**config.mk**
```make
export PLATFORM = sky130hd
export DESIGN_NAME = bin2bcd_seq
export DESIGN_NICKNAME = d
export VERILOG_FILES = /design/src/rtl/bin2bcd_seq.sv
export SDC_FILE = /design/constraint.sdc
export NUM_CORES = 1
export LEC_CHECK = 0
export BUFFER_PORTS_ARGS = -buffer_cell sky130_fd_sc_hd__buf_2
export CAP_MARGIN = 10
export CORE_UTILIZATION = 57
export DETAILED_ROUTE_END_ITERATION = 7
export PLACE_DENSITY = 0.86
export SYNTH_ARGS = -nofsm -noshare
export SYNTH_HDL_FRONTEND = slang
export SYNTH_SLANG_ARGS = --single-unit
```
**constraint.sdc**
```tcl
create_clock -name clk -period 2 [get_ports clk]
set_clock_uncertainty 0.2 [all_clocks]
set_input_delay 0.1 -clock clk [delete_from_list [all_inputs] [get_ports clk]]
set_output_delay 0.1 -clock clk [all_outputs]
set_load 0.01 [all_outputs]
```
**src/rtl/bin2bcd_seq.sv**
```systemverilog
// rtl/bin2bcd_seq.sv - sequential double-dabble binary to packed BCD converter
// Optional leading-zero blanking (4'hF) on the DONE load when BIN2BCD_LEADING_BLANK_EN is defined.
module bin2bcd_seq #(
  parameter int BIN_W  = 14,
  parameter int DIGITS = 4
) (
  input  logic                clk,
  input  logic                reset,
  input  logic                start,
  input  logic [BIN_W-1:0]    bin_in,
  output logic                busy,
  output logic                done,
  output logic [4*DIGITS-1:0] bcd_out,
  output logic                ovf
);

  localparam int ACC_W = 4*DIGITS + 4;
  localparam int OUT_W = 4*DIGITS;
  localparam int CNT_W = $clog2(BIN_W + 1);
  localparam logic [CNT_W-1:0] C_LAST  = CNT_W'(BIN_W - 1);
  localparam logic [63:0]      C_LIMIT = 64'(10**DIGITS);

  typedef enum logic [1:0] {S_IDLE, S_SHIFT, S_DONE} state_t;

  state_t r_state;
  state_t w_next;
  logic   w_load;
  logic   w_shift;
  logic   w_finish;

  logic [BIN_W-1:0] r_sr;
  logic [ACC_W-1:0] r_acc;
  logic [CNT_W-1:0] r_cnt;
  logic             r_big;
  logic             r_busy;
  logic             r_done;
  logic [OUT_W-1:0] r_bcd;
  logic             r_ovf;

  logic [ACC_W-1:0] w_acc_adj;
  logic [63:0]      w_bin_ext;
  logic             w_ovf;
  logic [OUT_W-1:0] w_bcd_plain;
  logic [OUT_W-1:0] w_bcd_shaped;
  logic [OUT_W-1:0] w_bcd_final;

  assign w_bin_ext = {{(64-BIN_W){1'b0}}, bin_in};

  always_ff @(posedge clk) begin
    if (reset) r_state <= S_IDLE;
    else       r_state <= w_next;
  end

  always_comb begin
    w_next   = r_state;
    w_load   = 1'b0;
    w_shift  = 1'b0;
    w_finish = 1'b0;
    case (r_state)
      S_IDLE: begin
        if (start) begin
          w_load = 1'b1;
          w_next = S_SHIFT;
        end
      end
      S_SHIFT: begin
        w_shift = 1'b1;
        if (r_cnt == C_LAST) w_next = S_DONE;
      end
      S_DONE: begin
        w_finish = 1'b1;
        w_next   = S_IDLE;
      end
      default: w_next = S_IDLE;
    endcase
  end

  // Add-3 correction on every digit, including the extra overflow digit.
  always_comb begin
    w_acc_adj = r_acc;
    for (int d = 0; d < DIGITS + 1; d++) begin
      if (r_acc[4*d +: 4] >= 4'd5) w_acc_adj[4*d +: 4] = r_acc[4*d +: 4] + 4'd3;
    end
  end

  assign w_ovf       = r_big | (r_acc[ACC_W-1 -: 4] != 4'd0);
  assign w_bcd_plain = r_acc[OUT_W-1:0];

`ifdef BIN2BCD_LEADING_BLANK_EN
  // Blank zeros from the MSD down until the first non-zero digit; LSD always shown.
  always_comb begin
    logic w_lead;
    w_bcd_shaped = w_bcd_plain;
    w_lead       = 1'b1;
    for (int d = DIGITS - 1; d >= 1; d--) begin
      if (w_lead && (w_bcd_plain[4*d +: 4] == 4'd0)) w_bcd_shaped[4*d +: 4] = 4'hF;
      else                                             w_lead = 1'b0;
    end
  end
`else
  assign w_bcd_shaped = w_bcd_plain;
`endif

  assign w_bcd_final = w_ovf ? {DIGITS{4'h9}} : w_bcd_shaped;

  always_ff @(posedge clk) begin
    if (reset) begin
      r_sr   <= '0;
      r_acc  <= '0;
      r_cnt  <= '0;
      r_big  <= 1'b0;
      r_busy <= 1'b0;
      r_done <= 1'b0;
      r_bcd  <= '0;
      r_ovf  <= 1'b0;
    end else begin
      r_done <= w_finish;
      if (w_load) begin
        r_sr   <= bin_in;
        r_acc  <= '0;
        r_cnt  <= '0;
        r_big  <= (w_bin_ext >= C_LIMIT);
        r_busy <= 1'b1;
      end
      if (w_shift) begin
        r_acc <= {w_acc_adj[ACC_W-2:0], r_sr[BIN_W-1]};
        r_sr  <= r_sr << 1;
        r_cnt <= r_cnt + CNT_W'(1);
      end
      if (w_finish) begin
        r_bcd  <= w_bcd_final;
        r_ovf  <= w_ovf;
        r_busy <= 1'b0;
      end
    end
  end

  assign busy    = r_busy;
  assign done    = r_done;
  assign bcd_out = r_bcd;
  assign ovf     = r_ovf;

endmodule

```
; ---- After elaboration in Yosys (flattened, before gate mapping)
; Index checks and enable logic that the tools add are counted.
[classes]
magnitude_cmp = 6
add_sub_neg = 6
n_bitwise = 1
n_reduce_logical = 6
mux = 19
eq_ne = 5
[op_table]
columns = operator, n
row1 = $mux W20, 2
row2 = $mux W14, 2
row3 = $mux W4, 6
row4 = $ge A4 B3 Y1 const B, 5
row5 = $add A4 B2 Y4 const B, 4
row6 = $mux W16, 1
row7 = $ge A14 B14 Y1 const B, 1
row8 = $add A4 B1 Y4 const B, 1
row9 = $eq A4 B4 Y1 const B, 1
row10 = $mux W1, 4
row11 = $mux W2, 2
row12 = $ne A2 B2 Y1 const B, 2
row13 = $pmux W2 S2, 1
row14 = $reduce_bool A4 Y1, 1
row15 = $reduce_or A2 Y1, 2
row16 = $add A3 B2 Y3 const B, 1
row17 = $mux W3, 1
row18 = $eq A2 B1 Y1 const B, 1
row19 = $eq A2 B2 Y1 const B, 1
row20 = $logic_not A2 Y1, 1
row21 = $reduce_and A2 Y1, 1
row22 = $reduce_bool A2 Y1, 1
row23 = $or A1 B1 Y1, 1
[totals]
reg_bits = 60
out_inout_bits = 19
input_bits = 17
elab_cells = 53

; ---- Logic depth before layout (Yosys ltp)
[logic_depth]
depth_word = 4
ltp_mapped = 6
depth_no_buf = 6

; ---- Worst setup path after synthesis
; OpenSTA, ideal clock, no wires.
[synth_path]
path_type = reg-to-reg
start = register r_acc[9]
end = register r_acc[10]
required_time_ns = 1.683
setup_ns = 0.117
period_less_slack_ns = 1.568
path_buffers = 0
t_arrival_ns = 1.252
path_slack_ns = 0.432
path_stages_with_launch = 7
path_cell_list = dfxtp_1 > inv_1 > ha_1 > nand2b_1 > a21oi_1 > mux2i_1 > a22o_1
[synth_between]
elab_chain_cells = 3
word_cells_on_any_way = 4
cone_classes = add/sub: 1 / order compare: 1 / mux: 2
[synth_rtl]
columns = element, line
row1 = "start, declared", 32  ; logic [ACC_W-1:0] r_acc;
row2 = "start signal, assigned", 126  ; r_acc <= {w_acc_adj[ACC_W-2:0], r_sr[BIN_W-1]};
row3 = $add A4 B2 Y4 / $ge A4 B3 Y1 (equally long branches), 82  ; if (r_acc[4*d +: 4] >= 4'd5) w_acc_adj[4*d +: 4] = r_acc[4*d +: 4] + 4'd3;
row4 = $mux W4 *, 82
row5 = $mux W20 *, 125  ; if (w_shift) begin
; Every way passes the cells marked *; elsewhere a longest branch is shown, timed or not.
; A chain may end at the register's enable or synchronous reset.

; ---- Final worst setup path
[layout_path]
start = register r_acc[0]
end = register r_acc[1]
; Same word-level chain as after synthesis.

==> metrics.csv <==
stage;metric;value;unit
outcome;outcome;finished, final reports clean;
clock_network;CTS clk-pin slew, worst paths;0.07;ns
critical_path;crit path DAT;1.80;ns
layout;fin cells;425;
timing;max-slew violations;0;
yosys;Synthesized Nets;352;
route;detailed-route via count;2473;
route;Residual DRC;0;
grt;global-route wire length before repair;10800;um
route;routed length per instance;15.1;um
route;post-route ant nets;0;
layout;Post-layout nets;398;
critical_path;cell family with most CP delay;compound AO/OA/AOI/OAI gates;
die;Die Ht;71.4;um
yosys;Synth Cell Area;2750;um2
clock_network;post_cts resized;0;
timing;Worst Tran Pin Value;0.869;ns
layout;share of cells above drive strength 1;17.4;%
critical_path;crit-path max FO;5;
yosys;post-synth cell types;34;
critical_path;CP cell instances;inv_1, ha_1, nand2b_1, a21oi_1, xnor2_1, a22o_1;
grt;initial antenna violation count;0;
die;die area;5100;um2
die;Die W;71.4;um
placement;Port-buffer cells;35;
layout;Final Cell Area;3270;um2
yosys;Async SR Flop Fraction;0;%
timing;Tcrit/Tclk final;88.7;%
min_path;Worst Hold Class;input port to register;
clock_network;CTS buffer count;9;
yosys;Synth area leaders;dfxtp_1, nor2_1, ha_1;
route;Detailed Route WL;6420;um
layout;multi-input logic area;1390;um2
die;num rows;24;
clock_network;CTS tree;yes;
layout;fillcell total;342;
pwr;Pwr Density;813;nW/um2
yosys;Syn. warnings;0;
pwr;Max IR drop VDD;0.000358;V
yosys;average cell area after synthesis;8.54;um2
yosys;most common cell in the netlist;nor2_1;
yosys;Synth top area share;43.7;%
timing;# setup viols final;0;
yosys;top_reg_cell synth;dfxtp_1;
critical_path;crit path kind;register to register;
yosys;Syn Inst Count;322;
critical_path;endpoint type of the worst setup path;register;
clock_network;Root Buffer;clkbuf_8;
timing;unrepaired setup endpoints after global routing;no;
grt;gr ovfl total;0;
grt;pin count of the biggest net entering global routing;28;
layout;FF/Latch Area;1200;um2
timing;final hold viol count;0;
placement;placed insts;399;
clock_network;clk_lat worst skew;0.34;ns
yosys;top cells by instance count after synthesis;nor2_1, dfxtp_1, nor3_1;
placement;GP Congestion;0.833;
layout;ant diodes;0;
pwr;PnR Total Power;2.66;mW
route;First-pass DRT Iterations;5;
critical_path;Startpoint Class;register;
grt;Total GRT Usage;27.4;%
clock_network;clock buffer depth;2;
job;number of max-cap violations;0;
critical_path;Worst Path Required;2.03;ns
placement;Cell Area, Placed;2960;um2
critical_path;Crit path buffers/inverters;1;
placement;DPL Wire Length;4010;um
layout;Area Overhead vs Synth;19.0;%
timing;slew margin rel.;41.8;%
die;core area;4500;um2
timing;Tmin final;1.77;ns
critical_path;max incr delay on CP;0.37;ns
clock_network;# clock sinks;60;
critical_path;Max stage delay cell, worst path;dfxtp_1;
yosys;Yosys reg bits;60;
route;routed vias/inst;5.82;
timing;setup TNS;0;ns
clock_network;H-tree Lvls;3;
route;1st-iter DRT viols;204;
yosys;post-synth top area cell;dfxtp_1;
die;Initial Utilization;61.0;%
yosys;EDFF count, synth;0;
timing;FMAX;564;MHz
pwr;Leak;1.41;nW
yosys;register area share after synthesis;43.7;%
grt;vias in the first global route;2268;
die;I/O pin count;36;
==> cells by family after synthesis <==
group	Yosys count	synth area share, %
compound gates	73	18.3
fa+ha+maj	13	5.92
xor+xnor	9	2.87
flops	60	43.7
buf+inv	33	5.69
simple gates	129	21.7
mux	5	1.82
==> metrics by stage <==
step,hold slack [ns],utilization [%],setup slack [ns]
4_1_cts,0.00289,72.6,0.257
5_1_grt,0.0472,72.6,0.108
2_1_floorplan,0.0697,-,0.432
3_3_place_gp,0.191,65.6,0.320
6_report,0.00406,72.6,0.226
3_5_place_dp,0.237,65.6,0.282
==> power breakdown <==
| part | internal, mW | total (mW) | switching, mW |
|---|---|---|---|
| combinational | 0.0944 | 0.218 | 0.124 |
| sequential | 1.23 | 1.25 | 0.0235 |
| clock | 0.729 | 1.19 | 0.463 |
| total | 2.05 | 2.66 | 0.610 |
==> worst reg2reg max path: stages, from the launching register on <==
cell and delay, ns:
dfxtp_1 0.37, inv_1 0.16, ha_1 0.22, nand2b_1 0.07, a21oi_1 0.30, xnor2_1 0.13
a22o_1 0.22
==> cells in the final DEF (no fill, tap or decap), types with 2 or more instances in the layout <==
cell,netlist,final
a22o_1,14,14
mux2i_1,5,5
nand2b_1,9,9
a2bb2oi_1,12,12
xor2_1,4,4
dlygate4sd3_1,0,10
o21ai_1,5,5
clkbuf_8,0,10
nand3b_1,2,2
nand4b_1,2,2
a211oi_1,6,6
ha_1,13,13
o21ai_0,8,8
nor2_2,3,3
dfxtp_1,60,60
a21oi_1,17,17
inv_1,13,13
clkinv_2,0,3
buf_4,3,9
a22oi_1,9,9
nor2_1,72,72
nor3_1,24,24
xnor2_1,5,5
nand3_1,9,9
nand2_1,2,2
bufinv_16,0,2
buf_2,9,35
==> area by class of cell <==
| class | instances | share of cell area (%) |
|---|---|---|
| multi-input cells | 229 | 42.5 |
| clock buffers | 11 | 4.32 |
| inverters | 14 | 1.68 |
| flip-flops and latches | 60 | 36.7 |
| clock inverters | 5 | 2.29 |
| well taps | 52 | 1.99 |
| repair buffers | 54 | 10.5 |
==> layer usage <==
layer	vias to the layer above	share of wire, %	GRT usage (%)
met4	0	2.4	14.0
li1	1218	-	-
met2	91	48	45.8
met5	-	0	0
met1	1152	44	34.4
met3	12	5.7	4.36
==> worst paths after layout <==
check | from | slack [ns] | endpoint | cells past startpoint
setup / recovery | r_acc[0] | 0.23 | r_acc[1] | 6
setup reg to reg | r_acc[0] | 0.23 | r_acc[1] | 6
hold reg to reg | bcd_out[11] | 0.29 | bcd_out[11] | 2
hold / removal | bin_in[9] | 0.004 | r_sr[9] | 5
==> flip-flops by register name, indices dropped and copies added (netlist names) <==
register and count:
r_acc 20, done 1, r_sr 14, r_big 1
r_state 2, ovf 1, busy 1, bcd_out 16
r_cnt 4
==> what timing repair did <==
action	in CTS	in global routing
hold buffers	10	0
endpoints found under the hold margin	11	0
buffers inserted	0	0
No activity file was read; power rests on OpenSTA's default activity.
